$ cat src/rtl/pc_branch_unit.sv
// rtl/pc_branch_unit.sv - architectural PC, N/Z/V flags, halt state and branch resolution
module pc_branch_unit #(
    parameter logic [15:0] RESET_PC   = 16'h0000,
    parameter logic [2:0]  FLAG_RESET = 3'b000
) (
    input  logic        clk,
    input  logic        rst,
    input  logic        stall,
    input  logic [3:0]  opcode,
    input  logic        branch,
    input  logic        branch_reg,
    input  logic [2:0]  ccc,
    input  logic [8:0]  imm9,
    input  logic [15:0] rs_data,
    input  logic        alu_n,
    input  logic        alu_z,
    input  logic        alu_v,
    output logic [15:0] pc,
    output logic [15:0] pc_plus2,
    output logic        taken,
    output logic [2:0]  flags,
    output logic        halted
);

    typedef enum logic {
        S_RUN    = 1'b0,
        S_HALTED = 1'b1
    } state_t;

    localparam logic [3:0] OP_ADD = 4'b0000;
    localparam logic [3:0] OP_SUB = 4'b0001;
    localparam logic [3:0] OP_XOR = 4'b0010;
    localparam logic [3:0] OP_SLL = 4'b0100;
    localparam logic [3:0] OP_SRA = 4'b0101;
    localparam logic [3:0] OP_ROR = 4'b0110;
    localparam logic [3:0] OP_HLT = 4'b1111;

    state_t      state_q, state_d;
    logic [15:0] pc_q, pc_d;
    logic [2:0]  flags_q, flags_d;

    logic        flag_n, flag_z, flag_v;
    logic        cond_true;
    logic [15:0] branch_off;
    logic [15:0] branch_target;

    assign flag_n = flags_q[2];
    assign flag_z = flags_q[1];
    assign flag_v = flags_q[0];

    // Word offset: sign-extend the 9-bit field and scale to bytes.
    assign branch_off    = {{6{imm9[8]}}, imm9, 1'b0};
    assign pc_plus2      = pc_q + 16'd2;
    assign branch_target = pc_plus2 + branch_off;

    // Branch condition, always judged on flags left by earlier instructions.
    always_comb begin
        cond_true = 1'b0;
        case (ccc)
            3'b000:  cond_true = ~flag_z;
            3'b001:  cond_true = flag_z;
            3'b010:  cond_true = ~flag_z & ~flag_n;
            3'b011:  cond_true = flag_n;
            3'b100:  cond_true = flag_z | (~flag_z & ~flag_n);
            3'b101:  cond_true = flag_n | flag_z;
            3'b110:  cond_true = flag_v;
            default: cond_true = 1'b1;
        endcase
    end

    // A halted core never redirects, even with stall asserted.
    assign taken = branch & cond_true & (state_q == S_RUN);

    // Next-state, next-PC and flag-update selection; everything holds unless running and not stalled.
    always_comb begin
        state_d = state_q;
        pc_d    = pc_q;
        flags_d = flags_q;
        if ((state_q == S_RUN) && !stall) begin
            if (taken && !branch_reg) begin
                pc_d = branch_target;
            end else if (taken && branch_reg) begin
                pc_d = rs_data;
            end else if (opcode == OP_HLT) begin
                pc_d = pc_q;
            end else begin
                pc_d = pc_plus2;
            end

            case (opcode)
                OP_ADD, OP_SUB:                 flags_d = {alu_n, alu_z, alu_v};
                OP_XOR, OP_SLL, OP_SRA, OP_ROR: flags_d = {flag_n, alu_z, flag_v};
                default:                        flags_d = flags_q;
            endcase

            if (opcode == OP_HLT) begin
                state_d = S_HALTED;
            end
        end
    end

    // Architectural state registers with asynchronous reset.
    always_ff @(posedge clk or posedge rst) begin
        if (rst) begin
            state_q <= S_RUN;
            pc_q    <= RESET_PC;
            flags_q <= FLAG_RESET;
        end else begin
            state_q <= state_d;
            pc_q    <= pc_d;
            flags_q <= flags_d;
        end
    end

    assign pc     = pc_q;
    assign flags  = flags_q;
    assign halted = (state_q == S_HALTED);

endmodule

$ cat config.mk
export PLATFORM = sky130hd
export DESIGN_NAME = pc_branch_unit
export DESIGN_NICKNAME = d
export VERILOG_FILES = /design/src/rtl/pc_branch_unit.sv
export SDC_FILE = /design/constraint.sdc
export NUM_CORES = 1
export LEC_CHECK = 0
export CORE_MARGIN = 2
export CORE_UTILIZATION = 45
export CTS_CLUSTER_DIAMETER = 60
export CTS_CLUSTER_SIZE = 12
export DETAILED_ROUTE_END_ITERATION = 12
export PLACE_DENSITY = 0.81
export SYNTH_ARGS = -nofsm -noshare
export SYNTH_HDL_FRONTEND = slang
export SYNTH_SLANG_ARGS = --single-unit
$ cat constraint.sdc
create_clock -name clk -period 3.3 [get_ports clk]
set_clock_uncertainty 0.1 [all_clocks]
set_input_delay 0.33 -clock clk [delete_from_list [all_inputs] [get_ports clk]]
set_output_delay 0.33 -clock clk [all_outputs]
set_load 0.1 [all_outputs]
==> impl_metrics.json <==
{
  "cp.arrival_ps": 3070,
  "fin_crit_ps": 3020,
  "path_class": "register to register",
  "viasPerCell": 6.06,
  "slew_viol_final": 0,
  "synth_edf_count": 0,
  "endpoint_kind": "register",
  "grt_pass1_wl_um": 11100,
  "grt_pass1_vias": 2263,
  "setup_violations": 0,
  "synthCells": 256,
  "syn2layout_area_growth_pct": 63.0,
  "r2r-start": "pc[3]$_DFFE_PP0P_",
  "cts_sinks": 20,
  "wirelength_um": 6690,
  "fp.dieH_um": 72.1,
  "synth_nets": 312,
  "grt.overflow.total": 0,
  "clock.fmax_ghz": 0.331,
  "die-area_um2": 5200,
  "first_pass_iters": 4,
  "relSlewSlack_pct": 32.9,
  "antenna_found_initial": 0,
  "core_um2": 4410,
  "die_w_um": 72.1,
  "fin_crit_sh_pct": 91.5,
  "ys.flop_type": "dfrtp_1",
  "placed_cell_area_um2": 3350,
  "vias": 2303,
  "grt_usage_pct": 27.0,
  "h-tree-depth": 1,
  "clock_latency_ps": 270,
  "cts_tree": "yes",
  "ys_seq_area_share_pct": 24.0,
  "layout.nets": 385,
  "insertedDiodeCount": 0,
  "layout-drive-gt1-share_pct": 26.8,
  "r2r-end": "pc[15]$_DFFE_PP0P_",
  "start_util_pct": 47.3,
  "utilization_pct": 77.2,
  "hold_viol_final": 0,
  "r2r_slack_ps": 280,
  "clk_path_buf_depth": 2,
  "num_io_pins": 77,
  "worstPathMaxFanout": 7,
  "rsz0062_at_grt": "false",
  "ys_async_sr_fraction_pct": 100,
  "netlist_area_um2": 2090,
  "avgSynthCellArea_um2": 8.16,
  "cts_buffers": 3,
  "drc": 0,
  "dpl.hpwl_um": 5280,
  "first_iter_violations": 174,
  "min-delay-path-class": "input pin to asynchronous set/reset pin",
  "outcome": "complete, no violations",
  "cts_setup_buffers": 0,
  "ys_ff_latch": 20,
  "ys_types": 52,
  "cts_resized": 0,
  "cp-start-kind": "register",
  "r2r_cells": 10,
  "required_ps": 3350,
  "worst_slew_pin_slew_ps": 1000,
  "dpl.cell_count": 376,
  "grt_start_max_net_pins": 22,
  "final_area_um2": 3410,
  "root_buffer": "clkbuf_8",
  "rows": 24,
  "numPortBuffers": 76,
  "cts_hold_buf": 0,
  "instances_no_fill": 380,
  "ys_warn_count": 0,
  "clk_pin_slew_ps": 90,
  "place.gp.congestion": 0.869,
  "wl_per_cell_um": 17.6,
  "maxCapViolCount": 0,
  "antenna_left": 0
}
state kept, by name (all words and copies together) (netlist names):
register	flops
flags	3
halted	1
pc	16
kinds of logic after synthesis:
family | count (synthesis) | synth area share (%)
fa+ha+maj | 16 | 9.94
mux | 5 | 2.63
xor+xnor | 26 | 10.9
flops | 20 | 24.0
compound gates | 79 | 27.2
simple gates | 83 | 19.7
buf+inv | 27 | 5.69
cell type report:
class | instances | area, µm²
well taps | 52 | 65.1
repair buffers | 81 | 791
fillers | 316 | 1010
multi-input cells | 209 | 1910
flip-flops and latches | 20 | 534
clock buffers | 4 | 55.1
inverters | 14 | 52.6
metal layers:
metal | up-vias | part of all wire (%) | track usage [%]
li1 | 1091 | - | -
met1 | 1123 | 46 | 39.5
met2 | 80 | 47 | 41.9
met3 | 9 | 6.8 | 4.58
met4 | 0 | 0.88 | 5.66
met5 | - | 0 | 0
metrics by stage:
step / setup TNS (ps) / worst slack, ps / hold WS, ps
2_1_floorplan: -376 / -150 / 194
3_3_place_gp: 0 / 399 / 416
3_5_place_dp: 0 / 309 / 425
4_1_cts: 0 / 283 / 450
5_1_grt: 0 / 146 / 469
6_report: 0 / 282 / 443
synthesized netlist by cell type, types with 2 or more instances:
| master | number | area, µm² |
|---|---|---|
| and3_1 | 8 | 50.1 |
| a221oi_1 | 3 | 26.3 |
| nor3_1 | 4 | 20.0 |
| nor3b_1 | 2 | 15.0 |
| buf_2 | 5 | 25.0 |
| a211oi_1 | 3 | 22.5 |
| xnor2_1 | 17 | 149 |
| o221ai_1 | 3 | 26.3 |
| o31ai_1 | 2 | 15.0 |
| nand4_1 | 4 | 25.0 |
| o21a_1 | 5 | 37.5 |
| nor2b_1 | 2 | 12.5 |
| inv_1 | 13 | 48.8 |
| clkbuf_1 | 5 | 18.8 |
| mux2_2 | 4 | 45.0 |
| o211ai_1 | 5 | 37.5 |
| buf_4 | 3 | 22.5 |
| nand2_1 | 27 | 101 |
| a21oi_1 | 18 | 90.1 |
| nand3_1 | 10 | 50.1 |
| a22o_1 | 2 | 17.5 |
| a311oi_1 | 5 | 43.8 |
| a21o_1 | 5 | 37.5 |
| ha_1 | 15 | 188 |
| o2111ai_1 | 2 | 17.5 |
| dfrtp_1 | 20 | 500 |
| o21ai_0 | 12 | 60.1 |
| xor2_1 | 9 | 78.8 |
| o211a_1 | 2 | 20.0 |
| nor2_1 | 16 | 60.1 |
| o22ai_1 | 2 | 12.5 |
| and4_1 | 3 | 26.3 |
how the worst max path moves through the flow:
| stage | to | startpoint |
|---|---|---|
| final | pc[15]$_DFFE_PP0P_ | pc[3]$_DFFE_PP0P_ |
| after global placement | pc[15]$_DFFE_PP0P_ | imm9[0] |
| after detailed placement | pc[15]$_DFFE_PP0P_ | pc[3]$_DFFE_PP0P_ |
| after global routing | pc[15]$_DFFE_PP0P_ | pc[3]$_DFFE_PP0P_ |
| after floorplan | pc[15]$_DFFE_PP0P_ | pc[5]$_DFFE_PP0P_ |
| after CTS | pc[15]$_DFFE_PP0P_ | pc[3]$_DFFE_PP0P_ |
worst max-delay path, cell delays in order (launching register included):
cell and delay, ps:
dfrtp_4 500, and4_1 420, nand4_1 280, xnor2_4 300, ha_4 250, a21oi_1 180, o211ai_1 120, a221oi_2 370
a21oi_1 140, xnor2_1 170, o22ai_1 80
placed cells by master, fill, tap and decap left out, types with 8 or more instances in the layout:
cell type / n
ha_4: 9
xnor2_4: 9
clkdlybuf4s50_1: 53
inv_1: 13
nand2_1: 26
dfrtp_4: 8
buf_4: 24
o21ai_0: 11
a21oi_1: 16
nor2_1: 15
dfrtp_1: 9
Power is left out: the tool's default activity adds up to more than one toggle a clock period on the data nets, which glitch-free logic cannot reach.
